**config.mk**
```make
export PLATFORM = sky130hd
export DESIGN_NAME = activation_window_gen_flat
export DESIGN_NICKNAME = d
export VERILOG_FILES = /design/src/rtl/activation_window_gen_if.sv /design/src/rtl/activation_window_gen.sv /design/src/flat_wrapper.sv
export SDC_FILE = /design/constraint.sdc
export NUM_CORES = 1
export LEC_CHECK = 0
export CAP_MARGIN = 10
export CORE_UTILIZATION = 35
export DETAILED_ROUTE_END_ITERATION = 10
export GPL_ROUTABILITY_DRIVEN = 1
export PLACE_DENSITY = 0.67
export SYNTH_ARGS = -nofsm -noshare
export SYNTH_HDL_FRONTEND = slang
export SYNTH_SLANG_ARGS = --single-unit
export TNS_END_PERCENT = 100
```
**constraint.sdc**
```tcl
create_clock -name clk -period 2.95 [get_ports clk]
set_input_delay 0.59 -clock clk [delete_from_list [all_inputs] [get_ports clk]]
set_output_delay 0.59 -clock clk [all_outputs]
set_load 0.02 [all_outputs]
```
**src/rtl/activation_window_gen_if.sv**
```systemverilog
// Stream and window interface for activation_window_gen.
// The optional win_cnt signal exists only when AWG_WIN_CNT_EN is defined.
interface activation_window_gen_if #(
  parameter int WIDTH = 8
);
  logic                 start;
  logic                 hold;
  logic [WIDTH-1:0]     in_pix;
  logic                 in_vld;
  logic                 in_rdy;
  logic [3*WIDTH-1:0]   activate0;
  logic [3*WIDTH-1:0]   activate1;
  logic [3*WIDTH-1:0]   activate2;
  logic                 activate_ready;
  logic                 frame_done;
`ifdef AWG_WIN_CNT_EN
  logic [15:0]          win_cnt;
`endif

  // Pixel source and window consumer side
  modport master (
`ifdef AWG_WIN_CNT_EN
    input  win_cnt,
`endif
    output start, hold, in_pix, in_vld,
    input  in_rdy, activate0, activate1, activate2, activate_ready, frame_done
  );

  // Window generator side
  modport slave (
`ifdef AWG_WIN_CNT_EN
    output win_cnt,
`endif
    input  start, hold, in_pix, in_vld,
    output in_rdy, activate0, activate1, activate2, activate_ready, frame_done
  );
endinterface

```
**src/rtl/activation_window_gen.sv**
```systemverilog
// activation_window_gen: turns a raster-order pixel stream into 3x3 sliding
// windows (stride 1, no padding) for computing_core. Two line buffers hold the
// previous two image rows; three 3-pixel shift registers form the window.
// Optional feature macro: AWG_WIN_CNT_EN adds a 16-bit per-frame window counter.
module activation_window_gen #(
  parameter int WIDTH = 8,
  parameter int IMG_W = 8,
  parameter int IMG_H = 8
) (
  input  logic                    clk,
  input  logic                    rst,
  activation_window_gen_if.slave  bus
);

  localparam int CW = (IMG_W > 1) ? $clog2(IMG_W) : 1;
  localparam int RW = (IMG_H > 1) ? $clog2(IMG_H) : 1;

  localparam logic [1:0] IDLE = 2'd0;
  localparam logic [1:0] RUN  = 2'd1;
  localparam logic [1:0] DONE = 2'd2;

  localparam logic [CW-1:0] COL_LAST = CW'(IMG_W - 1);
  localparam logic [CW-1:0] COL_TWO  = CW'(2);
  localparam logic [CW-1:0] COL_ONE  = CW'(1);
  localparam logic [RW-1:0] ROW_LAST = RW'(IMG_H - 1);
  localparam logic [RW-1:0] ROW_TWO  = RW'(2);
  localparam logic [RW-1:0] ROW_ONE  = RW'(1);

  logic [1:0]          state;
  logic [CW-1:0]       col;
  logic [RW-1:0]       row;

  logic [WIDTH-1:0]    lb_top [IMG_W];
  logic [WIDTH-1:0]    lb_mid [IMG_W];

  logic [3*WIDTH-1:0]  win_top;
  logic [3*WIDTH-1:0]  win_mid;
  logic [3*WIDTH-1:0]  win_bot;
  logic [3*WIDTH-1:0]  next_top;
  logic [3*WIDTH-1:0]  next_mid;
  logic [3*WIDTH-1:0]  next_bot;

  logic [3*WIDTH-1:0]  act0_q;
  logic [3*WIDTH-1:0]  act1_q;
  logic [3*WIDTH-1:0]  act2_q;
  logic                act_rdy_q;

  logic                rdy;
  logic                xfer;
  logic                last_pix;
  logic                win_valid;
  logic [WIDTH-1:0]    top_pix;
  logic [WIDTH-1:0]    mid_pix;

  assign rdy       = (state == RUN) & ~bus.hold;
  assign xfer      = bus.in_vld & rdy;
  assign last_pix  = (col == COL_LAST) && (row == ROW_LAST);
  // Window is complete only once two full rows are buffered and the current
  // row has supplied three columns, so row-spanning windows never qualify.
  assign win_valid = (col >= COL_TWO) && (row >= ROW_TWO);

  assign top_pix  = lb_top[col];
  assign mid_pix  = lb_mid[col];
  assign next_top = {win_top[2*WIDTH-1:0], top_pix};
  assign next_mid = {win_mid[2*WIDTH-1:0], mid_pix};
  assign next_bot = {win_bot[2*WIDTH-1:0], bus.in_pix};

  assign bus.in_rdy         = rdy;
  assign bus.activate0      = act0_q;
  assign bus.activate1      = act1_q;
  assign bus.activate2      = act2_q;
  assign bus.activate_ready = act_rdy_q;
  assign bus.frame_done     = (state == DONE);

  // Frame sequencing and raster position of the next pixel to be accepted
  always_ff @(posedge clk) begin
    if (!rst) begin
      state <= IDLE;
      col   <= '0;
      row   <= '0;
    end else begin
      case (state)
        IDLE: begin
          if (bus.start) begin
            state <= RUN;
            col   <= '0;
            row   <= '0;
          end
        end
        RUN: begin
          if (xfer) begin
            if (last_pix) begin
              state <= DONE;
            end
            if (col == COL_LAST) begin
              col <= '0;
              row <= row + ROW_ONE;
            end else begin
              col <= col + COL_ONE;
            end
          end
        end
        DONE: begin
          state <= IDLE;
        end
        default: begin
          state <= IDLE;
        end
      endcase
    end
  end

  // Line buffers age each column by one row; contents are always rewritten before use
  always_ff @(posedge clk) begin
    if (xfer) begin
      lb_top[col] <= mid_pix;
      lb_mid[col] <= bus.in_pix;
    end
  end

  // Window shift registers advance on every accepted pixel, valid or not
  always_ff @(posedge clk) begin
    if (!rst) begin
      win_top <= '0;
      win_mid <= '0;
      win_bot <= '0;
    end else if (xfer) begin
      win_top <= next_top;
      win_mid <= next_mid;
      win_bot <= next_bot;
    end
  end

  // Publish a complete window one cycle after the pixel that completes it
  always_ff @(posedge clk) begin
    if (!rst) begin
      act0_q    <= '0;
      act1_q    <= '0;
      act2_q    <= '0;
      act_rdy_q <= 1'b0;
    end else begin
      act_rdy_q <= xfer & win_valid;
      if (xfer && win_valid) begin
        act0_q <= next_top;
        act1_q <= next_mid;
        act2_q <= next_bot;
      end
    end
  end

`ifdef AWG_WIN_CNT_EN
  logic [15:0] win_cnt_q;

  assign bus.win_cnt = win_cnt_q;

  // Count windows of the current frame, updating together with activate_ready
  always_ff @(posedge clk) begin
    if (!rst) begin
      win_cnt_q <= '0;
    end else if (state == IDLE && bus.start) begin
      win_cnt_q <= '0;
    end else if (xfer && win_valid) begin
      win_cnt_q <= win_cnt_q + 16'd1;
    end
  end
`endif

endmodule

```
**src/flat_wrapper.sv**
```systemverilog
// flat-port wrapper written by rule: the top's interface ports become plain ports
module activation_window_gen_flat 
#(
  parameter int WIDTH = 8,
  parameter int IMG_W = 8,
  parameter int IMG_H = 8
)
  (clk, rst, bus_start, bus_hold, bus_in_pix, bus_in_vld, bus_in_rdy, bus_activate0, bus_activate1, bus_activate2, bus_activate_ready, bus_frame_done);
  activation_window_gen_if #(.WIDTH(WIDTH)) bus_i ();
  input  logic clk;
  input  logic rst;
  input wire logic [$bits(bus_i.start)-1:0] bus_start;
  input wire logic [$bits(bus_i.hold)-1:0] bus_hold;
  input wire logic [$bits(bus_i.in_pix)-1:0] bus_in_pix;
  input wire logic [$bits(bus_i.in_vld)-1:0] bus_in_vld;
  output wire logic [$bits(bus_i.in_rdy)-1:0] bus_in_rdy;
  output wire logic [$bits(bus_i.activate0)-1:0] bus_activate0;
  output wire logic [$bits(bus_i.activate1)-1:0] bus_activate1;
  output wire logic [$bits(bus_i.activate2)-1:0] bus_activate2;
  output wire logic [$bits(bus_i.activate_ready)-1:0] bus_activate_ready;
  output wire logic [$bits(bus_i.frame_done)-1:0] bus_frame_done;
  assign bus_i.start = bus_start;
  assign bus_i.hold = bus_hold;
  assign bus_i.in_pix = bus_in_pix;
  assign bus_i.in_vld = bus_in_vld;
  assign bus_in_rdy = bus_i.in_rdy;
  assign bus_activate0 = bus_i.activate0;
  assign bus_activate1 = bus_i.activate1;
  assign bus_activate2 = bus_i.activate2;
  assign bus_activate_ready = bus_i.activate_ready;
  assign bus_frame_done = bus_i.frame_done;
  activation_window_gen #(.WIDTH(WIDTH), .IMG_W(IMG_W), .IMG_H(IMG_H)) u_core (.clk(clk), .rst(rst), .bus(bus_i));
endmodule
```
==> reports/metrics.cfg, run 1 <==
[job]
maxCapViolations = 0

[sta]
worst_pin_slew_ns = 0.858
setup_ws_ns = 0.403
finalSetupTns_ns = 0
rsz0062_at_grt = no
drv_slew = 0
setup-violations-final = 0
layout_min_cycle_time_ns = 2.55
fin_crit_sh = 0.863
hold_violations = 0
finClkSkew_ns = 0.0100
max_freq_ghz = 0.393
relSlewSlack = 0.425

[logic_synthesis]
synth_area_mm2 = 0.00981
yosysSeqAreaShare = 0.661
synth.distinct_cells = 37
synth_area_leaders = edfxtp_1 (39%), dfxtp_1 (27%), a21boi_0 (7.0%)
yosysTopAreaCellShare = 0.392
ys_seq_elements = 260
syn_nets = 796
yosysWarningCount = 0
synth_cells = 778
avgSynthCellArea_um2 = 12.6
synth_top_cell_by_area = edfxtp_1

[floorplan]
dieWidth_um = 169
fp.dieH_um = 169
coreArea_mm2 = 0.0273
dieArea_mm2 = 0.0287
io_pins = 88
fp-row-count = 60
start_util = 0.360

[power]
powerDensity_mw_per_mm2 = 611
p_leak_nw = 3.87
peakVddDrop_mv = 0.394

[global_route]
first_global_vias = 5999
grt_use_total = 0.145
antenna_found_initial = 0
grt_pass1_wl_um = 33000
grt_max_degree = 78
grt-ovfl-total = 0

[min_path]
worst_hold_path_type = reg2reg
holdPathStages = 2

[detailed_routing]
drtIter0Drc = 496
wire_per_inst_um = 16.4
drt.antenna.violating_nets = 0
firstDrtPassIters = 5
drc = 0
drt-vias-per-instance = 4.79
drt-total-wl_um = 20600
num_vias = 6019

[cells_and_area]
n_fill_cell = 2485
syn_to_final_growth_pct = 22.0
layout.cells.most_common = nand2_1
drive_above_1_share = 0.133
final_cell_mix = nand2_1 (182), dfxtp_1 (131), edfxtp_1 (128)
layout.nets = 880

[setup_path]
cp.arrival_ns = 1.96
worstSetupStartpointType = flip-flop
cp-end-kind = primary output
criticalPathCategory = reg2out
r2r_cells = 7
crit_fanout = 8
required_ns = 2.36

[placed_design]
gp_congestion = 0.743
port-buffer-count = 87
dpl.hpwl_um = 12400
place_ws_ns = 0.423

[clocking]
postCtsSetupRepairBufs = 0
holdBufCountCts = 0
insertion_delay_ns = 0.53
cts.sinks = 260
cts_resized = 0
clkTransAtPathRegs_ns = 0.06
max-clock-path-buffers = 3
cts_tree = yes
cts-root-buf = clkbuf_16
cts_buffers = 27
cts_max_level = 1

[outcome]
status = completed

==> routing by layer <==
metal,track usage,wire length [µm],up-vias
met1,0.200,9270,2933
met2,0.238,9630,160
met5,0,0,-
met4,0.0372,406,0
li1,-,-,2890
met3,0.0247,1340,36
==> registers in the layout, summed over array words and instances (netlist names), named ones only <==
signal and flops:
u_core.bus.activate0 24, u_core.bus.activate1 24, u_core.bus.activate2 24, u_core.bus.activate_ready 1, u_core.col 3, u_core.lb_mid 64
u_core.lb_top 64, u_core.row 3, u_core.state 2, u_core.win_bot 16, u_core.win_mid 16, u_core.win_top 16
==> layout make-up <==
class,instances,area (µm²),share of cell area
clock buffers,36,729,0.0610
repair buffers,107,1070,0.0893
clock inverters,14,125,0.0105
inverters,2,7.51,0.000628
diodes,1,2.50,0.000209
flip-flops and latches,260,6490,0.542
multi-input cells,464,3080,0.257
well taps,372,465,0.0389
==> final timing paths <==
| path | slack (ns) | to | start |
|---|---|---|---|
| setup / recovery | 0.40 | bus_in_rdy | u_core.state[0] |
| hold / removal | 0.46 | u_core.bus.activate0[20] | u_core.bus.activate0[20] |
| setup reg to reg | 0.85 | u_core.bus.activate1[16] | u_core.row[0] |
| hold reg to reg | 0.46 | u_core.bus.activate0[20] | u_core.bus.activate0[20] |
==> through the flow <==
step                      utilization  power, mW  std cells  instance area, µm²  hold slack, ns
after floorplan                     -       4.05        778                9810           0.441
after global placement          0.407       4.12       1205               11100           0.451
after detailed placement        0.407       4.13       1205               11100           0.456
after CTS                       0.439       7.39       1255               12000           0.465
after global routing            0.439       7.54       1255               12000           0.481
final                           0.439       7.31       1256               12000           0.459
==> power breakdown <==
part,leakage [nW],internal (mW),total (mW),switching (mW)
combinational,1.24,0.0948,0.220,0.126
clock,0.408,1.91,3.26,1.35
sequential,2.22,3.81,3.83,0.0191
total,3.87,5.81,7.31,1.49
==> critical path, stage by stage (launching register included) <==
cell and delay (ns):
dfxtp_1 0.47, nand2b_1 0.23, nor2_1 0.13, clkdlybuf4s50_1 0.61
==> cell usage after synthesis (all sizes together) <==
library cell  count
dfxtp           132
nor3b             1
nand4bb           1
edfxtp          128
o21a              1
and4bb            1
ha                5
clkbuf           26
or3               1
o21ai            32
or4               1
nand2b            5
o211a             1
o211ai            1
inv               2
and2b             1
nor2b             3
mux2i             3
nand2           182
mux2             16
mux4             32
a21boi           94
nor4              1
nand4b            2
and2              1
nor3              4
buf              26
a21oi             2
or4b              1
nand3             1
nor2             71
==> cells by family (layout without fill, tap and decap cells) <==
| family | count (synthesis) | count (layout) | synth area share |
|---|---|---|---|
| flip-flops | 260 | 260 | 0.661 |
| adder cells (fa/ha/maj) | 5 | 5 | 0.00638 |
| multiplexers | 51 | 51 | 0.0957 |
| other | 0 | 1 | 0 |
| buffers and inverters | 54 | 159 | 0.0290 |
| AO/OA/AOI/OAI | 131 | 131 | 0.0931 |
| AND/OR/NAND/NOR | 277 | 277 | 0.114 |
No activity file was read; power rests on OpenSTA's default activity.
==> inputs of run 2 (changes only) <==
- SETUP_SLACK_MARGIN: default -> 0.4
==> reports/metrics.cfg, run 2 (synthesized netlist as in run 1, its figures left out) <==
[outcome]
status = completed

[sta]
finalSetupTns_ns = 0  ; unchanged
worst_pin_slew_ns = 0.889  ; +0.0313 ns
relSlewSlack = 0.404  ; -0.0210
drv_slew = 0  ; unchanged
finClkSkew_ns = 0.00919  ; -0.000839 ns
max_freq_ghz = 0.402  ; +2.5%
setup-violations-final = 0  ; unchanged
hold_violations = 0  ; unchanged
rsz0062_at_grt = no
fin_crit_sh = 0.842  ; -0.0209
layout_min_cycle_time_ns = 2.48  ; -0.0617 ns

[detailed_routing]
drt-total-wl_um = 20700  ; +0.12%
num_vias = 5980  ; -0.65%
wire_per_inst_um = 16.5  ; +0.12%
drtIter0Drc = 440  ; -11%
drc = 0  ; unchanged
drt-vias-per-instance = 4.76  ; -0.65%
firstDrtPassIters = 4  ; -1
drt.antenna.violating_nets = 0  ; unchanged

[clocking]
clkTransAtPathRegs_ns = 0.06  ; about the same
cts_max_level = 1  ; unchanged
cts-root-buf = clkbuf_16
insertion_delay_ns = 0.52  ; about the same
cts_buffers = 26  ; -3.7%
cts.sinks = 260  ; unchanged
max-clock-path-buffers = 3  ; unchanged
holdBufCountCts = 0  ; unchanged
cts_tree = yes

[floorplan]
coreArea_mm2 = 0.0273  ; unchanged
dieWidth_um = 169  ; unchanged
fp-row-count = 60  ; unchanged
fp.dieH_um = 169  ; unchanged
dieArea_mm2 = 0.0287  ; unchanged
io_pins = 88  ; unchanged
start_util = 0.360  ; unchanged

[min_path]
worst_hold_path_type = reg2reg
min_to = u_core.bus.activate2[8]
holdPathStages = 2  ; unchanged
holdCritStartpoint = u_core.bus.activate2[8]

[setup_path]
cp.arrival_ns = 1.89  ; -0.07 ns
cp-end-kind = primary output
required_ns = 2.36  ; about the same
r2r_end = u_core.win_mid[3]
worstSetupStartpointType = flip-flop
criticalPathCategory = reg2out
rrSetupSlack_ns = 0.81  ; -0.04 ns
r2r_cells = 5  ; -2
crit_fanout = 8  ; unchanged

[cells_and_area]
design_area_mm2 = 0.0120  ; +0.31%
final_cells = 1256  ; unchanged
multiInputGateArea_mm2 = 0.00308  ; about the same
regArea_mm2 = 0.00649  ; about the same
antennaDiodeCount = 0  ; -1
final_cell_mix = nand2_1 (182), dfxtp_1 (130), edfxtp_1 (128)
top_regs = u_core.lb_mid (64), u_core.lb_top (64)
n_fill_cell = 2452  ; -1.3%
layout.cells.most_common = nand2_1
syn_to_final_growth_pct = 22.4
drive_above_1_share = 0.143  ; +0.0100
layout.nets = 882  ; +0.23%

[placed_design]
dp_cells = 1208  ; +0.25%
port-buffer-count = 87  ; unchanged
dpl.hpwl_um = 12600  ; +1.6%
placed_cell_area_mm2 = 0.0111  ; about the same
gp_congestion = 0.726  ; -2.3%

[global_route]
antenna_found_initial = 0  ; unchanged
grt_use_total = 0.146  ; +0.000388
grt_pass1_wl_um = 32700  ; -0.84%
grt-ovfl-total = 0  ; unchanged
first_global_vias = 5904  ; -1.6%
grt_max_degree = 72  ; -7.7%

[power]
peakVddDrop_mv = 0.399  ; +1.1%
finalPower_mw = 7.36  ; +0.74%
powerDensity_mw_per_mm2 = 613  ; +0.43%
p_leak_nw = 3.92  ; +1.2%

[job]
maxCapViolations = 0  ; unchanged

-- run 2: layout make-up --
class | instances | area share
Clock inverter | 7 | 0.00553
Clock buffer | 41 | 0.0679
Multi-Input combinational cell | 464 | 0.257
Sequential cell | 260 | 0.541
Tap cell | 372 | 0.0388
Inverter | 2 | 0.000626
Timing Repair Buffer | 110 | 0.0899
-- run 2: how the worst max path moves through the flow --
stage / from / endpoint / depth (start not counted)
3_3_place_gp: bus_hold / u_core.col[1] / 5
4_1_cts: u_core.state[1] / bus_in_rdy / 3
5_1_grt: u_core.state[1] / bus_in_rdy / 3
3_5_place_dp: bus_hold / u_core.bus.activate1[20] / 6
6_report: u_core.state[1] / bus_in_rdy / 3
2_1_floorplan: bus_hold / u_core.lb_mid[1][0] / 4
-- run 2: worst max-delay path, cell delays in order, from the launching register on --
cell	delay, ns
dfxtp_1	0.38
nand2b_2	0.27
nor2_1	0.12
clkdlybuf4s50_1	0.61
-- run 2: where the power goes --
group,total [mW],internal [mW],switching (mW)
Combinational,0.217,0.0957,0.121
Clock,3.31,1.99,1.33
Sequential,3.83,3.81,0.0225
-- run 2: per-layer routing --
layer / vias to the layer above / track usage / share of wire
met5: - / 0 / 0
met1: 2929 / 0.200 / 0.46
met2: 132 / 0.238 / 0.47
met3: 27 / 0.0285 / 0.048
li1: 2892 / - / -
met4: 0 / 0.0353 / 0.021
-- run 2: what timing repair did --
item,CTS,global route
resized for setup,1,1
setup buffers,0,0
setup endpoints to repair,1,1
-- run 2: per-stage QoR --
step	hold slack, ns	utilization	worst slack [ns]
after floorplan	0.441	-	0.234
after global placement	0.450	0.408	0.451
after detailed placement	0.454	0.408	0.420
after CTS	0.463	0.440	0.438
after global routing	0.482	0.440	0.401
final	0.459	0.440	0.465
==> inputs of run 3 (changes only) <==
- PLACE_DENSITY: 0.67 -> 0.65
- clock period: 2.95 -> 2.5 ns (I/O delays scaled with it)
==> reports/metrics.cfg, run 3 (synthesized netlist as in run 1, its figures left out) <==
[outcome]
status = completed

[detailed_routing]
drt-total-wl_um = 20600  ; -0.28%
wire_per_inst_um = 16.4  ; -0.12%
drt-vias-per-instance = 4.80  ; +0.81%
firstDrtPassIters = 4  ; unchanged
drt.antenna.violating_nets = 0  ; unchanged
drc = 0  ; unchanged
num_vias = 6019  ; +0.65%
drtIter0Drc = 468  ; +6.4%

[setup_path]
crit_fanout = 2  ; -6
criticalPathCategory = reg2out
critPathSlowestCell = clkdlybuf4s50_1
path_buf_inv = 1  ; unchanged
crit_family = buffers and inverters
required_ns = 2.00  ; -0.36 ns
cpPeakStageDelay_ns = 0.63  ; +0.02 ns
worstSetupStartpointType = flip-flop
cp.arrival_ns = 1.52  ; -0.37 ns
crit_chain = clkdlybuf4s50_1
rrSetupSlack_ns = 0.56  ; -0.25 ns
cp-end-kind = primary output

[clocking]
max-clock-path-buffers = 3  ; unchanged
cts_tree = yes
cts-root-buf = clkbuf_16
insertion_delay_ns = 0.53  ; about the same
cts_max_level = 1  ; unchanged
cts_buffers = 26  ; unchanged
cts.sinks = 260  ; unchanged
clkTransAtPathRegs_ns = 0.06  ; about the same

[min_path]
worst_hold_path_type = in2reg

[placed_design]
place_ws_ns = 0.210  ; -0.210 ns
dpl.hpwl_um = 12700  ; +0.85%
port-buffer-count = 87  ; unchanged
gp_congestion = 0.729  ; +0.48%

[sta]
relSlewSlack = 0.674  ; +0.270
finalSetupTns_ns = 0  ; unchanged
setup_ws_ns = 0.481  ; +0.0161 ns
finClkSkew_ns = 0.0129  ; +0.00369 ns
rsz0062_at_grt = no
setup-violations-final = 0  ; unchanged
fin_crit_sh = 0.807
hold_violations = 0  ; unchanged
layout_min_cycle_time_ns = 2.02
worst_pin_slew_ns = 0.488  ; -0.401 ns
drv_slew = 0  ; unchanged
max_freq_ghz = 0.495

[cells_and_area]
drive_above_1_share = 0.143  ; +0.000323
layout.nets = 882  ; unchanged
final_cell_mix = nand2_1 (182), dfxtp_1 (129), edfxtp_1 (128)
top_regs = u_core.lb_mid (64), u_core.lb_top (64)
syn_to_final_growth_pct = 23.0
antennaDiodeCount = 0  ; unchanged
layout.cells.most_common = nand2_1

[floorplan]
start_util = 0.360  ; unchanged
io_pins = 88  ; unchanged
dieWidth_um = 169  ; unchanged
fp-row-count = 60  ; unchanged
coreArea_mm2 = 0.0273  ; unchanged
dieArea_mm2 = 0.0287  ; unchanged
fp.dieH_um = 169  ; unchanged

[global_route]
grt-ovfl-total = 0  ; unchanged
grt_pass1_wl_um = 32900  ; +0.55%
antenna_found_initial = 0  ; unchanged
first_global_vias = 5896  ; -0.14%
grt_use_total = 0.146  ; about the same
grt_max_degree = 77  ; +6.9%

[job]
maxCapViolations = 0  ; unchanged

[power]
p_int_mw = 6.78  ; +15%
powerDensity_mw_per_mm2 = 705  ; +15%
power_switching_mw = 1.73  ; +17%
p_leak_nw = 3.92  ; about the same
peakVddDrop_mv = 0.512  ; +28%
switching_share = 0.203  ; +0.00306
power.share.combinational = 0.032  ; +0.003
power_frac_seq = 0.531  ; +0.011
power_frac_clock = 0.437  ; -0.013

-- run 3: cell type report --
| type | count | area, µm² |
|---|---|---|
| inverter | 2 | 7.51 |
| clock inverter | 7 | 77.6 |
| sequential | 260 | 6490 |
| fill | 2501 | 15200 |
| multi-input combinational | 464 | 3090 |
| timing repair buffer | 110 | 1180 |
| tap | 372 | 465 |
| clock buffer | 39 | 744 |
-- run 3: worst paths after layout --
kind                           start                        to  cells after the start
max          u_core.bus.activate1[4]          bus_activate1[4]                      1
min                              rst  u_core.bus.activate1[11]                      2
max reg2reg                flip-flop         u_core.win_mid[0]                      5
min reg2reg  u_core.bus.activate2[3]   u_core.bus.activate2[3]                      2
-- run 3: per-layer routing --
| layer | up-vias | track usage | wire length (µm) | share of wire |
|---|---|---|---|---|
| met5 | - | 0 | 0 | 0 |
| met4 | 0 | 0.0290 | 301 | 0.015 |
| met3 | 33 | 0.0224 | 766 | 0.037 |
| met2 | 123 | 0.243 | 9760 | 0.47 |
| met1 | 2959 | 0.201 | 9780 | 0.47 |
| li1 | 2904 | - | - | - |
-- run 3: metrics by stage --
stage	power, mW	instances	util	area [µm²]	hold slack [ns]
floorplan	4.78	778	-	9840	0.441
global placement	4.88	1208	0.412	11200	0.453
detailed placement	4.88	1208	0.412	11200	0.455
CTS	8.60	1254	0.443	12100	0.447
global route	8.76	1254	0.443	12100	0.483
finish	8.50	1254	0.443	12100	0.454
-- run 3: power groups by stage --
stage | combinational, mW | sequential [mW] | clock [mW]
final | 0.269 | 4.52 | 3.72
after global routing | 0.293 | 4.52 | 3.95
after CTS | 0.273 | 4.52 | 3.81
after detailed placement | 0.272 | 4.61 | 0
after global placement | 0.269 | 4.61 | 0
after floorplan | 0.177 | 4.60 | 0
-- run 3: repair_timing --
item	in CTS	in global routing
endpoints found under the setup margin	2	3
endpoints found under the hold margin	0	0
buffers inserted	0	0
pin swaps	0	0
resized for setup	5	3
hold buffers	0	0
